[src/rtl/snake_pkg.sv]
// rtl/snake_pkg.sv - shared cell codes, grid geometry and FSM states for the snake frame renderer
package snake_pkg;

  typedef enum logic [1:0] {
    CELL_EMPTY = 2'd0,
    CELL_BODY  = 2'd1,
    CELL_HEAD  = 2'd2,
    CELL_FOOD  = 2'd3
  } cell_t;

  typedef enum logic [1:0] {
    S_CLEAR = 2'd0,
    S_IDLE  = 2'd1,
    S_PEND  = 2'd2,
    S_COPY  = 2'd3
  } state_t;

  localparam int GRID_W  = 24;
  localparam int GRID_H  = 16;
  localparam int CELL_PX = 4;
  localparam int OLED_W  = 96;
  localparam int OLED_H  = 64;
  localparam int N_CELLS = 384;

  function automatic logic [8:0] cell_addr(input logic [3:0] y, input logic [4:0] x);
    return ({5'd0, y} * 9'(GRID_W)) + {4'd0, x};
  endfunction

endpackage

[src/rtl/snake_cell_ram.sv]
// rtl/snake_cell_ram.sv - one 384x2 cell bank, synchronous write and two asynchronous reads
module snake_cell_ram
  import snake_pkg::*;
(
  input  logic       clk_i,
  input  logic       we_i,
  input  logic [8:0] waddr_i,
  input  logic [1:0] wdata_i,
  input  logic [8:0] raddr_a_i,
  input  logic [8:0] raddr_b_i,
  output logic [1:0] rdata_a_o,
  output logic [1:0] rdata_b_o
);

  logic [1:0] mem_q [0:N_CELLS-1];

  always_ff @(posedge clk_i) begin
    if (we_i) mem_q[waddr_i] <= wdata_i;
  end

  assign rdata_a_o = mem_q[raddr_a_i];
  assign rdata_b_o = mem_q[raddr_b_i];

endmodule

[src/rtl/snake_frame_renderer.sv]
// rtl/snake_frame_renderer.sv - double-buffered 24x16 cell grid rendered to RGB565 for the OLED driver
module snake_frame_renderer
  import snake_pkg::*;
#(
  parameter logic [15:0] COL_BG   = 16'h0000,
  parameter logic [15:0] COL_BODY = 16'h07E0,
  parameter logic [15:0] COL_HEAD = 16'hFFE0,
  parameter logic [15:0] COL_FOOD = 16'hF800,
  parameter bit          GAP_EN   = 1'b1
) (
  input  logic        clk6p25m,
  input  logic        reset,
  input  logic [12:0] pixel_index,
  input  logic        frame_begin,
  output logic [15:0] oled_data,
  input  logic        wr_valid,
  output logic        wr_ready,
  input  logic [4:0]  wr_x,
  input  logic [3:0]  wr_y,
  input  logic [1:0]  wr_type,
  input  logic        commit_req,
  output logic        commit_ack,
  output logic        busy
);

  state_t      state_q;
  logic [8:0]  cnt_q;
  logic        front_sel_q, wr_ready_q, busy_q, commit_ack_q;
  logic [8:0]  s1_addr_q;
  logic [1:0]  s1_lx_q, s1_ly_q;
  logic        s1_oor_q;
  logic [15:0] oled_q, pix_d;

  logic [6:0]  px;
  logic [5:0]  py;
  logic        we0, we1, wr_in_range;
  logic [8:0]  waddr;
  logic [1:0]  wdata;
  logic [1:0]  rd_a0, rd_a1, rd_b0, rd_b1, front_a, front_b;

  assign front_a     = front_sel_q ? rd_a1 : rd_a0;
  assign front_b     = front_sel_q ? rd_b1 : rd_b0;
  assign wr_in_range = (wr_x < 5'(GRID_W)) && ({1'b0, wr_y} < 5'(GRID_H));

  // Both banks share address/data; the enables pick which bank(s) take it.
  always_comb begin
    we0   = 1'b0;
    we1   = 1'b0;
    waddr = cnt_q;
    wdata = CELL_EMPTY;
    case (state_q)
      S_CLEAR: begin
        we0 = 1'b1;
        we1 = 1'b1;
      end
      S_IDLE: if (wr_valid && wr_ready_q && wr_in_range) begin
        waddr = cell_addr(wr_y, wr_x);
        wdata = wr_type;
        we0   = front_sel_q;
        we1   = ~front_sel_q;
      end
      S_COPY: begin
        wdata = front_b;
        we0   = front_sel_q;
        we1   = ~front_sel_q;
      end
      default: ;
    endcase
  end

  snake_cell_ram u_bank0 (
    .clk_i(clk6p25m), .we_i(we0), .waddr_i(waddr), .wdata_i(wdata),
    .raddr_a_i(s1_addr_q), .raddr_b_i(cnt_q), .rdata_a_o(rd_a0), .rdata_b_o(rd_b0)
  );

  snake_cell_ram u_bank1 (
    .clk_i(clk6p25m), .we_i(we1), .waddr_i(waddr), .wdata_i(wdata),
    .raddr_a_i(s1_addr_q), .raddr_b_i(cnt_q), .rdata_a_o(rd_a1), .rdata_b_o(rd_b1)
  );

  always_ff @(posedge clk6p25m or posedge reset) begin
    if (reset) begin
      state_q      <= S_CLEAR;
      cnt_q        <= '0;
      front_sel_q  <= 1'b0;
      wr_ready_q   <= 1'b0;
      busy_q       <= 1'b1;
      commit_ack_q <= 1'b0;
    end else begin
      commit_ack_q <= 1'b0;
      case (state_q)
        S_CLEAR, S_COPY: begin
          cnt_q <= cnt_q + 9'd1;
          if (cnt_q == 9'(N_CELLS - 1)) begin
            cnt_q      <= '0;
            state_q    <= S_IDLE;
            wr_ready_q <= 1'b1;
            busy_q     <= 1'b0;
          end
        end
        S_IDLE: if (commit_req) begin
          state_q    <= S_PEND;
          wr_ready_q <= 1'b0;
          busy_q     <= 1'b1;
        end
        S_PEND: if (frame_begin) begin
          front_sel_q  <= ~front_sel_q;
          commit_ack_q <= 1'b1;
          cnt_q        <= '0;
          state_q      <= S_COPY;
        end
        default: state_q <= S_CLEAR;
      endcase
    end
  end

  always_comb begin
    px = 7'(pixel_index % 13'(OLED_W));
    py = 6'(pixel_index / 13'(OLED_W));
  end

  // Bank contents are undefined until CLEAR finishes, so the palette is bypassed then.
  always_comb begin
    pix_d = COL_BG;
    if (state_q != S_CLEAR && !s1_oor_q) begin
      case (front_a)
        CELL_BODY: pix_d = (GAP_EN && (s1_lx_q == 2'(CELL_PX - 1) || s1_ly_q == 2'(CELL_PX - 1)))
                           ? COL_BG : COL_BODY;
        CELL_HEAD: pix_d = COL_HEAD;
        CELL_FOOD: pix_d = COL_FOOD;
        default:   pix_d = COL_BG;
      endcase
    end
  end

  always_ff @(posedge clk6p25m or posedge reset) begin
    if (reset) begin
      s1_addr_q <= '0;
      s1_lx_q   <= '0;
      s1_ly_q   <= '0;
      s1_oor_q  <= 1'b0;
      oled_q    <= '0;
    end else begin
      s1_addr_q <= cell_addr(py[5:2], px[6:2]);
      s1_lx_q   <= px[1:0];
      s1_ly_q   <= py[1:0];
      s1_oor_q  <= pixel_index >= 13'(OLED_W * OLED_H);
      oled_q    <= pix_d;
    end
  end

  assign oled_data  = oled_q;
  assign wr_ready   = wr_ready_q;
  assign busy       = busy_q;
  assign commit_ack = commit_ack_q;

endmodule

[config.mk]
export PLATFORM = sky130hd
export DESIGN_NAME = snake_frame_renderer
export DESIGN_NICKNAME = d
export VERILOG_FILES = /design/src/rtl/snake_pkg.sv /design/src/rtl/snake_cell_ram.sv /design/src/rtl/snake_frame_renderer.sv
export SDC_FILE = /design/constraint.sdc
export NUM_CORES = 2
export LEC_CHECK = 0
export BUFFER_PORTS_ARGS = -buffer_cell sky130_fd_sc_hd__buf_2
export CELL_PAD_IN_SITES_DETAIL_PLACEMENT = 1
export CELL_PAD_IN_SITES_GLOBAL_PLACEMENT = 2
export CORE_UTILIZATION = 50
export CTS_BUF_LIST = sky130_fd_sc_hd__clkbuf_2
export CTS_CLUSTER_DIAMETER = 100
export CTS_CLUSTER_SIZE = 16
export DETAILED_ROUTE_END_ITERATION = 6
export PLACE_DENSITY_LB_ADDON = 0.25
export SLEW_MARGIN = 25
export SYNTH_ARGS = -nofsm -noshare
export SYNTH_HDL_FRONTEND = slang
export SYNTH_HIERARCHICAL = 1
export SYNTH_SLANG_ARGS = --single-unit
[constraint.sdc]
create_clock -name clk6p25m -period 15.75 [get_ports clk6p25m]
set_input_delay 2.3625 -clock clk6p25m [delete_from_list [all_inputs] [get_ports clk6p25m]]
set_output_delay 2.3625 -clock clk6p25m [all_outputs]
set_load 0.02 [all_outputs]
Yosys cells after proc, flatten, opt, wreduce, memory -nomap -nowiden --
Memory sizes are Yosys's and may differ from the RTL's. Index checks and enable logic that the tools add are counted.
Storage, ports and cells: memories 2, word-level logic and storage cells 81, register bits 45, input port bits 29, output and inout port bits 19, RAM bits 1536
Operators by class: add/sub/neg operators 3, magnitude comparators 2, multipliers 2, multiplexer cells 32, equality and inequality tests 12, reductions and logical operators 14, bitwise logic cells 1, divide/modulo/power cells 2
Memories:
- u_bank0.mem_q | depth 384, width 2, rd ports 2, clocked after memory_dff 0, write ports 1, line snake_cell_ram.sv:15 | logic [1:0] mem_q [0:N_CELLS-1];
- u_bank1.mem_q | depth 384, width 2, rd ports 2, clocked after memory_dff 0, write ports 1, line snake_cell_ram.sv:15
Operator list (number):
- $pmux W16 S3 | 1
- $mux W9 | 4
- $add A9 B5 Y9 | 2
- $pmux W9 S2 | 1
- $mux W16 | 1
- $div A13 B7 Y13 const B | 1
- $ge A13 B13 Y1 const B | 1
- $mod A13 B7 Y13 const B | 1
- $eq A2 B2 Y1 const B | 6
- $mul A4 B2 Y6 const B | 2
- $mux W1 | 12
- $mux W2 | 6
- $mux W11 | 1
- $add A9 B1 Y9 const B | 1
- $eq A9 B9 Y1 const B | 1
- $ne A2 B2 Y1 const B | 3
- $pmux W1 S3 | 2
- $pmux W2 S3 | 1
- $reduce_and A3 Y1 | 2
- $reduce_bool A2 Y1 | 3
- $lt A5 B5 Y1 const B | 1
- $eq A2 B1 Y1 const B | 2
- $pmux W1 S2 | 2
- $pmux W2 S2 | 1
- 7 further kinds | 10

Logic depth before layout (Yosys ltp) --
depth in word-level cells 6, mapped depth 15, gate-level depth less buffers 12

Hierarchy --
The synthesis kept the hierarchy.
Modules (own cells, without submodules):
- snake_cell_ram | cells an instance 2341, sequential area each 23062.1 sq um, times used 2, area an instance 37728.7 sq um
- snake_frame_renderer | cells an instance 317, sequential area each 777.0 sq um, times used 1, area an instance 2757.6 sq um

Least setup slack after synthesis --
No wires, ideal clock.
kind input port to flip-flop, start in wr_valid, end mem u_bank0.mem_q[0][0], data pin, data required time 13.556 ns, arrival time 12.733 ns, library setup time 2.194 ns, stages on the path 4, slack 0.823 ns, buffers on the path 1, cells stage by stage nand3_1 a21oi_1 clkbuf_1 a22o_1
On the way: longest elaborated chain between the ends 4
RTL lines:
- from (decl) | line snake_frame_renderer.sv:16 | input logic wr_valid,
- $logic_and A1 B1 Y1 (2 in series) | line snake_frame_renderer.sv:56 | S_IDLE: if (wr_valid && wr_ready_q && wr_in_range) begin
- $mux W2 | line snake_frame_renderer.sv:56
- $pmux W2 S2 | line snake_frame_renderer.sv:51 | case (state_q)
- named net wdata[0] | line snake_frame_renderer.sv:38 | logic [1:0] wdata;
- to (decl) | line snake_cell_ram.sv:15
The timed path passes the listed nets, and every way through them passes these cells.

Worst setup path after layout --
start reg cnt_q[0], end mem u_bank1.mem_q[184][1], data pin
On the way: longest elaborated chain between the ends 3, elaborated cells between the ends (all ways) 4, classes of those cells mux (2); memory (2)
RTL lines:
- from (decl) | line snake_frame_renderer.sv:27 | logic [8:0] cnt_q;
- from (signal assigned) | line snake_frame_renderer.sv:93 | cnt_q <= cnt_q + 9'd1;
- $mem_v2 Z384 W2
- named net rd_b0[1] | line snake_frame_renderer.sv:39 | logic [1:0] rd_a0, rd_a1, rd_b0, rd_b1, front_a, front_b;
- $mux W2 | line snake_frame_renderer.sv:42 | assign front_b = front_sel_q ? rd_b1 : rd_b0;
- $pmux W2 S2 | line snake_frame_renderer.sv:51
- named net wdata[1] | line snake_frame_renderer.sv:38
- to (decl) | line snake_cell_ram.sv:15
The timed path passes the listed nets, and every way through them passes these cells.

==> impl.org <==
** Status
- The run finished with clean final reports.

** Layout
- The area growth from synthesis to layout is 3.411%.
- In the final layout, the share of cells above drive strength 1 is 22.86%.
- The finished cells cover 80880 um^2.
- The final layout contains 4891 nets.
- The layout has 14590 filler cells.
- Final Instance Count excl. Fillers :: 6919

** Global routing
- Maximum number of pins on one net before global-route repair :: 264
- The number of antenna violations at the first check in global routing is 13.
- Met3 usage :: 5.025%
- Across every metal layer, demand over resource in global routing totals 30.63%.
- In the global route stage, met2 resource usage came out at 48.70%.
- The layer flagged by global routing as most heavily used is met2.
- Vias in the first global route :: 50380
- First-pass GRT wire length :: 351.5 mm
- For met1 alone, demand over resource in global routing was 43.82%.
- After global routing the overflow that remains totals 0.

** Power
- Leakage dissipation :: 0.02445 uW
- Internal cell power :: 7391 uW
- In this run, flip-flops and latches consume 49.0% of the power.
- The clock network burns 12.4% of the power.
- Net switching share of the total power :: 38.20%
- VDD sags by at most 0.0002443 V.
- Part of the total power dissipated in combinational logic :: 38.6%
- In this run the power density over the cells is 147.9 nW/um^2.
- The analysis attributes to net switching a power of 4570 uW.

** Clocking
- Buffers inserted by post-CTS timing repair :: 0
- Longest Clk Path Bufs :: 3
- Root buffer cell :: sky130_fd_sc_hd__clkbuf_2
- TritonCTS built the clock tree.
- Buffers inserted to repair hold after CTS numbered 0.
- Counting every sink on the clock net gives 1567.
- After clock tree synthesis, the clock-pin slew on the worst setup and hold paths is 0.31 ns.
- Clock tree synthesis inserted a total of 108 buffers.
- Post-CTS Resized :: 0
- In this run the number of H-tree levels came out at 3.
- Worst-Skew Late Latency :: 1.65 ns

** Detailed routing
- Dividing the detail-routed wire length by the instance count gives 34.99 um.
- Wires add up to 242.1 mm.
- Via total after detailed routing :: 48690
- For this run, design rule violations remaining after detail routing come to 0.
- Iteration count of the initial detailed-routing pass :: 5
- Number of design-rule violations left by the first detailed-router iteration :: 6298
- In this run the remaining antenna-violating nets after routing total 0.
- Vias per cell :: 7.037

** Floorplanning
- Pin placement for this block handled 48 I/O pins.
- Height of the die :: 397.5 um
- Die Width :: 397.5 um
- For this configuration, the core starts out at a cell density of 50.60%.
- In this run the standard cell core region covers 154600 um^2.
- The floorplan has 144 rows.
- Die Outline Area :: 158000 um^2

** Logic synthesis
- In this run, synthesis inferred 1536 flip-flops with an integrated enable.
- Summing the sequential cell areas from Yosys gives 59.96% of the chip area.
- Counting flops and latches in the post-synthesis netlist gives 1567.
- During synthesis, Yosys emitted a total of 6 warnings.
- After synthesis, the share of flip-flops with an asynchronous set or reset is 1.978%.
- Most instantiated flip-flop cell in the synthesis netlist :: sky130_fd_sc_hd__edfxtp_1
- Syn avg cell area :: 15.65 um^2
- Counting every instance in the synthesized netlist gives 4999.
- Post-synth cell types :: 78
- In this run the cell area of the synthesized design comes to 78220 um^2.

** Worst setup path
- CP max-delay cell :: sky130_fd_sc_hd__dfrtp_4
- At the worst endpoint, the required time is 16.93 ns.
- Largest delay contributor family on the critical path :: buffers and inverters
- The worst setup path is launched from a flip-flop.
- Critical Path Sink Type :: flip-flop
- Cell with the most instances on the worst path :: sky130_fd_sc_hd__buf_12
- WP data arrival :: 9.29 ns
- In this design, the stage delay of the slowest critical-path cell is 1.09 ns.
- Kind of critical path :: reg -> reg
- In this run the worst path has a maximum fanout of 234.
- The critical path contains buffers and inverters numbering 6 combined.
- The critical path goes through buf_12 -> buf_12 -> nor2_1 -> buf_4 -> a221oi_1 -> o21ai_0 -> nand4_1 -> a21oi_1 -> o2111a_1 -> a31oi_1 -> mux2_2 -> a22o_4 -> buf_12 -> buf_4 -> buf_6.

** Place
- Summed over all nets, the half-perimeter wirelength after detailed placement is 151.0 mm.
- In this run, placement finished with an instance count of 6773.
- Final Wtd Congestion :: 0.8467
- Post-place instance area :: 80110 um^2
- Setup Slack @ Placement :: 7.649 ns
- The count of buffers added on input and output ports is 42.

** Timing
- The total count of hold-check failures in the final report came to 0.
- After layout, the minimum clock period comes to 8.109 ns.
- Setup repair after global routing left no endpoint under its margin.
- Pins Over Slew Limit :: 0
- Final-layout setup total negative slack :: 0 ns
- The worst pin sits at a relative slew slack of 26.44%.
- Setup violators final :: 0
- Achievable frequency :: 0.1233 GHz
- Min Hold Slack :: 0.5164 ns
- The clock arrives with 0.1696 ns of skew.
- Minimum setup slack in the final design :: 7.641 ns
- Fraction of the cycle the final worst path needs :: 51.49%
- Measured slew at the worst slew-check pin :: 1.103 ns

** Job
- The tool flagged a number of max-cap violations equal to 0.

** Min path
- The worst hold path belongs to the class reg -> reg.
-- metrics by stage --
step / total power, uW / util (%)
after CTS: 11960 / 52.29
after global routing: 12340 / 52.32
after floorplan: 9485 / -
after detailed placement: 10510 / 51.82
final: 11960 / 52.32
after global placement: 10430 / 51.81
-- Yosys cell counts (all sizes together), types with 4 or more instances --
master  count  area (um^2)
a211oi     47        352.8
a21o        7        52.55
a21oi      69        345.3
a221oi     58        508.0
a22o       14        122.6
a22oi      65        488.0
a31oi      45        281.5
a41oi       4        35.03
and2       12        75.07
and3        8        50.05
buf       223         1235
clkbuf    203        762.0
clkinv      4        15.01
dfrtp      30        750.7
edfxtp   1536        46120
fa          4        80.08
ha         18        225.2
inv        16        60.06
mux2      110         1239
mux2i     322         3223
mux4      660        14860
nand2     177        664.4
nand2b     31        193.9
nand3      41        217.7
nand3b      9        67.56
nand4      30        187.7
nand4b      4        35.03
nor2      835         3139
nor2b      65        406.6
nor3       29        145.1
nor3b      20        150.1
nor4       10        62.56
o211a       4        40.04
o211ai     15        112.6
o21ai     108        540.5
o221ai     37        324.1
o22a        4        35.03
o22ai      34        212.7
o311ai      4        35.03
o31ai       6        45.04
or2        10        62.56
or3         5        31.28
or3b        6        52.55
xnor2      10        87.58
xor2        6        52.55
-- state kept, by name (all words and copies together) (netlist names), 2 cells and up --
register,flops
cnt_q,9
oled_data,2
s1_addr_q,9
s1_lx_q,2
s1_ly_q,2
state_q,2
u_bank0/mem_q,768
u_bank1/mem_q,768
-- path summary, 6_finish.rpt --
check,startpoint,end,slack (ns),cells past startpoint
max in group asynchronous,reset,s1_addr_q[2]$_DFF_PP0_,14.55,3
min reg2reg,busy$_DFFE_PP1P_,busy$_DFFE_PP1P_,0.52,2
min in group asynchronous,reset,s1_addr_q[0]$_DFF_PP0_,0.75,3
max,cnt_q[0]$_DFFE_PP0P_,u_bank1/mem_q[184][1]$_DFFE_PP_,7.64,15
min,busy$_DFFE_PP1P_,busy$_DFFE_PP1P_,0.52,2
max reg2reg,cnt_q[0]$_DFFE_PP0P_,u_bank1/mem_q[184][1]$_DFFE_PP_,7.64,15
-- cells in the final DEF, fill, tap and decap left out, types with 65 or more instances in the layout --
cell type / netlist / layout
sky130_fd_sc_hd__mux2_2: 109 / 109
sky130_fd_sc_hd__edfxtp_1: 1536 / 1536
sky130_fd_sc_hd__mux4_2: 660 / 660
sky130_fd_sc_hd__buf_4: 51 / 95
sky130_fd_sc_hd__nand2_1: 177 / 177
sky130_fd_sc_hd__a22oi_1: 65 / 65
sky130_fd_sc_hd__o21ai_0: 107 / 107
sky130_fd_sc_hd__mux2i_1: 322 / 322
sky130_fd_sc_hd__nor2_1: 833 / 832
sky130_fd_sc_hd__clkbuf_2: 0 / 130
sky130_fd_sc_hd__a21oi_1: 69 / 69
-- area by class of cell --
cell class                 count  area, um^2  area share, %
antenna                        6       15.01        0.01856
clock inverter                 9       73.82        0.09127
sequential                  1567       46940          58.03
inverter                      20       75.07        0.09282
timing repair buffer         153        1234          1.525
multi-input combinational   2990       29340          36.28
tap                         2044        2557          3.162
clock buffer                 130       650.6         0.8044
-- worst register-to-register path, delay by kind of cell (launching register included) --
kind	cells	cell delay [ns]
buf+inv	6	3.98
simple gates	2	0.50
flops	1	1.09
compound gates	6	1.73
mux	1	0.23
-- logic make-up (layout without fill, tap and decap cells) --
group / after synthesis / after routing / synth area share [%]
other: 1 / 11 / 0.004794
AOI/OAI and AO/OA: 552 / 552 / 4.895
buffers and inverters: 446 / 312 / 2.649
and+or+nand+nor: 1303 / 1303 / 7.208
DFF: 1567 / 1567 / 59.96
muxes: 1092 / 1092 / 24.71
adders and majority gates: 22 / 22 / 0.3903
xor gates and xnor gates: 16 / 16 / 0.1792
-- power by group through the flow --
stage / sequential (uW) / combinational (uW) / clock [uW]
2_1_floorplan: 6600 / 2890 / 0
3_3_place_gp: 5950 / 4480 / 0
3_5_place_dp: 5950 / 4560 / 0
4_1_cts: 5860 / 4570 / 1530
5_1_grt: 5870 / 4830 / 1640
6_report: 5860 / 4610 / 1490
-- metal layers --
metal / part of all wire [%] / wire, um / vias to the layer above
met3: 8.9 / 21640 / 451
met4: 3.0 / 7311 / 8
met2: 48 / 115200 / 2428
li1: - / - / 19680
met1: 40 / 97900 / 26120
met5: 0.026 / 63 / -
(Power assumes the default switching activity.)
